File: config.mk
export PLATFORM = sky130hd
export DESIGN_NAME = cpc_sync_shaper
export DESIGN_NICKNAME = d
export VERILOG_FILES = /design/src/rtl/cpc_sync_shaper.sv
export SDC_FILE = /design/constraint.sdc
export NUM_CORES = 1
export LEC_CHECK = 0
export ABC_CLOCK_PERIOD_IN_PS = 1600
export CORE_MARGIN = 2
export CORE_UTILIZATION = 40
export CTS_CLUSTER_DIAMETER = 120
export CTS_CLUSTER_SIZE = 25
export DETAILED_ROUTE_END_ITERATION = 16
export GPL_ROUTABILITY_DRIVEN = 0
export PLACE_DENSITY = 0.71
export SYNTH_ARGS = -nofsm -noshare
export SYNTH_HDL_FRONTEND = slang
export SYNTH_SLANG_ARGS = --single-unit
export TNS_END_PERCENT = 5
File: constraint.sdc
create_clock -name clk_in -period 1.6 [get_ports clk_in]
set_input_delay 0.32 -clock clk_in [delete_from_list [all_inputs] [get_ports clk_in]]
set_output_delay 0.32 -clock clk_in [all_outputs]
set_load 0.01 [all_outputs]
File: src/rtl/cpc_sync_shaper.sv
`default_nettype none
// ============================================================================
//  Module      : cpc_sync_shaper
//  Description : Shapes raw CRTC HSYNC/VSYNC into delayed, width-limited,
//                active-low monitor syncs (gate-array style) and blanks the
//                palette RGB outside display enable and during sync pulses.
//                All logic runs on the 16 MHz pixel clock.
//  Revision    : 1.0 - initial release
// ============================================================================
module cpc_sync_shaper #(
    parameter int HS_DELAY       = 32,
    parameter int HS_WIDTH       = 64,
    parameter int VS_DELAY_LINES = 2,
    parameter int VS_WIDTH_LINES = 4,
    parameter int COLOR_W        = 6
) (
    input  logic               clk_in,
    input  logic               reset_n,
    input  logic               crtc_hs,
    input  logic               crtc_vs,
    input  logic               crtc_de,
    input  logic [COLOR_W-1:0] r_in,
    input  logic [COLOR_W-1:0] g_in,
    input  logic [COLOR_W-1:0] b_in,
    output logic               hs_out,
    output logic               vs_out,
    output logic [COLOR_W-1:0] r_out,
    output logic [COLOR_W-1:0] g_out,
    output logic [COLOR_W-1:0] b_out
);

    // Counter widths: the pixel counter is never narrower than 8 bits.
    localparam int c_hmax    = (HS_DELAY > HS_WIDTH) ? HS_DELAY : HS_WIDTH;
    localparam int c_hcnt_w  = ($clog2(c_hmax + 1) > 8) ? $clog2(c_hmax + 1) : 8;
    localparam int c_lmax    = (VS_DELAY_LINES > VS_WIDTH_LINES) ? VS_DELAY_LINES : VS_WIDTH_LINES;
    localparam int c_lcnt_w  = ($clog2(c_lmax + 1) > 1) ? $clog2(c_lmax + 1) : 1;

    // Terminal counts; a zero line delay never reaches the DELAY state,
    // so its terminal value is clamped only to keep the constant legal.
    localparam logic [c_hcnt_w-1:0] c_hs_delay_last = c_hcnt_w'(HS_DELAY - 1);
    localparam logic [c_hcnt_w-1:0] c_hs_width_last = c_hcnt_w'(HS_WIDTH - 1);
    localparam logic [c_lcnt_w-1:0] c_vs_delay_last =
        c_lcnt_w'((VS_DELAY_LINES > 0) ? (VS_DELAY_LINES - 1) : 0);
    localparam logic [c_lcnt_w-1:0] c_vs_width_last = c_lcnt_w'(VS_WIDTH_LINES - 1);

    typedef enum logic [1:0] {
        ST_IDLE  = 2'd0,
        ST_DELAY = 2'd1,
        ST_PULSE = 2'd2
    } state_t;

    state_t              r_h_state, w_h_state_nxt;
    state_t              r_v_state, w_v_state_nxt;
    logic [c_hcnt_w-1:0] r_hcnt, w_hcnt_nxt;
    logic [c_lcnt_w-1:0] r_lcnt, w_lcnt_nxt;
    logic                r_hs_out, w_hs_out_nxt;
    logic                r_vs_out, w_vs_out_nxt;
    logic                r_hs_d, r_vs_d;
    logic                w_hs_rise, w_vs_rise;
    logic                w_blank;
    logic [COLOR_W-1:0]  r_red, r_grn, r_blu;

    // Previous-sample registers reset high so a level already high at
    // reset release is not mistaken for a rising edge.
    always_ff @(posedge clk_in or negedge reset_n) begin
        if (!reset_n) begin
            r_hs_d <= 1'b1;
            r_vs_d <= 1'b1;
        end else begin
            r_hs_d <= crtc_hs;
            r_vs_d <= crtc_vs;
        end
    end

    assign w_hs_rise = crtc_hs & ~r_hs_d;
    assign w_vs_rise = crtc_vs & ~r_vs_d;

    // Horizontal FSM state, pixel counter and shaped hsync registers.
    always_ff @(posedge clk_in or negedge reset_n) begin
        if (!reset_n) begin
            r_h_state <= ST_IDLE;
            r_hcnt    <= '0;
            r_hs_out  <= 1'b1;
        end else begin
            r_h_state <= w_h_state_nxt;
            r_hcnt    <= w_hcnt_nxt;
            r_hs_out  <= w_hs_out_nxt;
        end
    end

    // Horizontal next state: wait HS_DELAY clocks, then pulse until crtc_hs
    // drops or the width limit is reached.
    always_comb begin
        w_h_state_nxt = r_h_state;
        w_hcnt_nxt    = r_hcnt;
        w_hs_out_nxt  = r_hs_out;
        case (r_h_state)
            ST_IDLE: begin
                if (w_hs_rise) begin
                    w_h_state_nxt = ST_DELAY;
                    w_hcnt_nxt    = '0;
                end
            end
            ST_DELAY: begin
                if (!crtc_hs) begin
                    w_h_state_nxt = ST_IDLE;
                end else if (r_hcnt == c_hs_delay_last) begin
                    w_h_state_nxt = ST_PULSE;
                    w_hs_out_nxt  = 1'b0;
                    w_hcnt_nxt    = '0;
                end else begin
                    w_hcnt_nxt = r_hcnt + 1'b1;
                end
            end
            ST_PULSE: begin
                if (!crtc_hs || (r_hcnt == c_hs_width_last)) begin
                    w_h_state_nxt = ST_IDLE;
                    w_hs_out_nxt  = 1'b1;
                end else begin
                    w_hcnt_nxt = r_hcnt + 1'b1;
                end
            end
            default: begin
                w_h_state_nxt = ST_IDLE;
                w_hcnt_nxt    = '0;
                w_hs_out_nxt  = 1'b1;
            end
        endcase
    end

    // Vertical FSM state, line counter and shaped vsync registers.
    always_ff @(posedge clk_in or negedge reset_n) begin
        if (!reset_n) begin
            r_v_state <= ST_IDLE;
            r_lcnt    <= '0;
            r_vs_out  <= 1'b1;
        end else begin
            r_v_state <= w_v_state_nxt;
            r_lcnt    <= w_lcnt_nxt;
            r_vs_out  <= w_vs_out_nxt;
        end
    end

    // Vertical next state: delay and width are counted in crtc_hs rises.
    // An hs rise coinciding with the vs rise is seen in IDLE and not counted.
    always_comb begin
        w_v_state_nxt = r_v_state;
        w_lcnt_nxt    = r_lcnt;
        w_vs_out_nxt  = r_vs_out;
        case (r_v_state)
            ST_IDLE: begin
                if (w_vs_rise) begin
                    w_lcnt_nxt = '0;
                    if (VS_DELAY_LINES == 0) begin
                        w_v_state_nxt = ST_PULSE;
                        w_vs_out_nxt  = 1'b0;
                    end else begin
                        w_v_state_nxt = ST_DELAY;
                    end
                end
            end
            ST_DELAY: begin
                if (!crtc_vs) begin
                    w_v_state_nxt = ST_IDLE;
                end else if (w_hs_rise) begin
                    if (r_lcnt == c_vs_delay_last) begin
                        w_v_state_nxt = ST_PULSE;
                        w_vs_out_nxt  = 1'b0;
                        w_lcnt_nxt    = '0;
                    end else begin
                        w_lcnt_nxt = r_lcnt + 1'b1;
                    end
                end
            end
            ST_PULSE: begin
                // Fixed width: crtc_vs falling here has no effect.
                if (w_hs_rise) begin
                    if (r_lcnt == c_vs_width_last) begin
                        w_v_state_nxt = ST_IDLE;
                        w_vs_out_nxt  = 1'b1;
                    end else begin
                        w_lcnt_nxt = r_lcnt + 1'b1;
                    end
                end
            end
            default: begin
                w_v_state_nxt = ST_IDLE;
                w_lcnt_nxt    = '0;
                w_vs_out_nxt  = 1'b1;
            end
        endcase
    end

    // Blank against the next-state syncs so colour stays aligned with them.
    assign w_blank = ~crtc_de | ~w_hs_out_nxt | ~w_vs_out_nxt;

    // Registered, blanked colour output (one clock latency).
    always_ff @(posedge clk_in or negedge reset_n) begin
        if (!reset_n) begin
            r_red <= '0;
            r_grn <= '0;
            r_blu <= '0;
        end else if (w_blank) begin
            r_red <= '0;
            r_grn <= '0;
            r_blu <= '0;
        end else begin
            r_red <= r_in;
            r_grn <= g_in;
            r_blu <= b_in;
        end
    end

    assign hs_out = r_hs_out;
    assign vs_out = r_vs_out;
    assign r_out  = r_red;
    assign g_out  = r_grn;
    assign b_out  = r_blu;

endmodule
`default_nettype wire

==> reports/qor.txt, run 1 <==
measured slew at the worst slew-check pin: 0.4697 ns
total congestion overflow: 0
number of detailed-route iterations in the first pass: 4
CP Max Fanout: 19
initial antenna violation count: 0
Post-Syn Area: 0.002034 sq mm
PwrDens: 1105 mW/mm^2
clk root buf: clkbuf_8
Worst VDD drop: 0.7780 mV
Max-Cap Viols: 0
Filler cells: 307
Die Y: 75.32 um
share of layout cells above drive strength 1: 50.35%
Final Cycle Share: 113.3%
most common cell in the netlist: dfrtp_1
HP Class: primary input to async pin
Post-CTS Hold Fix Bufs: 0
Vias/cell: 5.470
Synth async-reset ratio: 100.0%
Worst Setup End Kind: flop
Clock Path Buffers: 2
Synthesis Warnings: 0
number of synthesized register bits: 37
top_reg_cell synth: dfrtp_1
setup ws final: -0.2127 ns
Cell Area, Placed: 0.002833 sq mm
wire per inst: 17.23 um
Routed Antenna Nets: 0
RSZ-0062 raised after global routing: true
Num CTS Buffers: 5
Leakage: 1.543 nW
# port buffers: 42
Area Growth Syn to Fin: 73.19%
first-pass GRT wire length: 7955 um
Critical-path top delay cell: dfrtp_2
total power: 0.003894 W
Final Skew: 0.009753 ns
1st-iter DRT viols: 200
Final Util: 73.14%
DP HPWL: 3229 um
Top Ports: 43
sequential share of the synthesized area: 45.76%
GRT Total Usage: 18.61%
post-route cell area: 0.003523 sq mm
critical path arrival: 2.00 ns
Yosys top cell by area: dfrtp_1
core area: 0.004817 sq mm
top-area cell type share of the netlist area: 40.59%
CP max stage delay: 0.46 ns
CTS Sinks: 37
outcome: complete, but fails checks
Initial Util: 42.23%
Synth cell types: 48
Slew Viols, Final: 0
synth cell count leaders: dfrtp_1, nand2_1, ha_1
H-Tree Depth: 2
Fin. Hold Viols: 0
Tmin final: 1.813 ns
Row Count: 25
Mapped Cells: 190
Area contributors post-synth: dfrtp_1, ha_1, nor4_2
antenna diode count: 0
DRC Markers: 0
failing checks: setup timing
Rel. slew slack: 68.42%
Worst EP required: 1.79 ns
Clock Latency Late Sink: 0.30 ns
TritonCTS clock tree: done
largest net degree at the start of global routing: 38
syn avg cell area: 10.71 sq um
# nets final: 322
Die Wd: 75.32 um
Max Clock Freq: 551.7 MHz
critical-path cell list: or3b_4 -> buf_4 -> o21ai_2 -> nor3_2 -> buf_12 -> nor4_1
critical path class: flop to flop
Synthesized Nets: 225
Hold Slack: 0.06079 ns
routed wire length: 6116 um
vias in the first global route: 1716
final-report setup violation count: 32
Post-synth EDFFs: 0
DIE AREA: 0.005672 sq mm
crit path launch type: flop
Clock transition at path regs: 0.08 ns
via count: 1942
pre-CTS setup slack: -0.3565 ns
## logic make-up after synthesis
kind of cell | count (synthesis) | share of synthesized area [%]
and+or+nand+nor | 87 | 27.74
adders and majority gates | 12 | 7.380
AOI/OAI and AO/OA | 29 | 9.963
DFF | 37 | 45.76
buffers and inverters | 19 | 6.027
muxes | 6 | 3.136
## worst max-delay path, delay by kind of cell, from the launching register on
kind	cells	cell delay [ns]
flip-flops	1	0.46
AND/OR/NAND/NOR	3	0.78
buffers and inverters	2	0.32
AO/OA/AOI/OAI	1	0.12
## worst paths after layout
path | from | end | slack, ns | depth (start not counted)
max in group asynchronous | reset_n | r_v_state[0] | 1.18 | 2
setup / recovery | r_hcnt[7] | r_out[3] | -0.21 | 6
hold / removal | reset_n | r_hcnt[1] | 0.06 | 2
min in group clk_in | r_in[3] | r_out[3] | 0.55 | 3
hold reg to reg | r_lcnt[2] | r_lcnt[2] | 0.58 | 2
setup reg to reg | r_hcnt[7] | r_out[3] | -0.21 | 6
## sequential cells by signal, indices dropped and copies added (netlist names)
register,count
r_hcnt,8
b_out,6
g_out,6
r_out,6
r_lcnt,3
r_h_state,2
r_v_state,2
hs_out,1
r_hs_d,1
r_vs_d,1
vs_out,1
## layer usage
layer | part of all wire, % | global-route usage (%)
met4 | 3.1 | 6.238
met1 | 40 | 26.05
met5 | 0 | 0
met3 | 6.5 | 5.291
met2 | 51 | 28.02
## placed cells by master (no fill, tap or decap), drive strengths merged, types with 2 or more instances in the layout
| master | n |
|---|---|
| nand3 | 2 |
| clkbuf | 9 |
| mux2 | 3 |
| nand4 | 2 |
| and3 | 5 |
| o31ai | 3 |
| ha | 12 |
| nor3 | 4 |
| dfstp | 4 |
| nor2 | 10 |
| o21ai | 6 |
| dlygate4sd2 | 2 |
| nor3b | 2 |
| nand2 | 28 |
| a31oi | 4 |
| or3b | 4 |
| buf | 55 |
| a221o | 4 |
| a21oi | 6 |
| clkdlybuf4s50 | 39 |
| dfrtp | 33 |
| inv | 10 |
| mux2i | 3 |
| nand2b | 3 |
| nor4 | 20 |
## power by group
part           internal (W)  leakage (nW)  switching, W
combinational      0.000971         0.997      0.000944
clock              0.000507        0.0574      0.000364
sequential          0.00103         0.488     0.0000811
## timing repair
item,CTS,global route
setup buffers,0,16
resized for setup,18,55
endpoints found under the setup margin,31,34
pin swaps,4,18
gates cloned,0,5
## cell type report
cell class                      instances  area, sq um  share of cell area, %
Clock buffer                            6        82.58                  2.344
Clock inverter                          2        37.54                  1.065
Inverter                               10        42.54                  1.207
Multi-Input combinational cell        134         1389                  39.42
Sequential cell                        37        938.4                  26.63
Tap cell                               67        83.83                  2.379
Timing Repair Buffer                   99        949.7                  26.95
## per-stage QoR
step,cells,TNS (ns)
finish,355,-4.387
global route,355,-5.991
CTS,335,-2.729
detailed placement,327,-8.393
global placement,327,-7.327
floorplan,190,-0.7781
No activity file was read; power rests on OpenSTA's default activity.
==> inputs of run 2 (changes only) <==
- ABC_CLOCK_PERIOD_IN_PS: 1600 -> default
==> results of run 2 <==
Final layout, timing and power as in run 1 (identical DEF).
==> inputs of run 3 (changes only) <==
- CTS_BUF_LIST: default -> sky130_fd_sc_hd__clkbuf_8 sky130_fd_sc_hd__clkbuf_16
- CTS_CLUSTER_SIZE: 25 -> 8
==> results of run 3 <==
Final layout, timing and power as in run 1 (identical DEF).
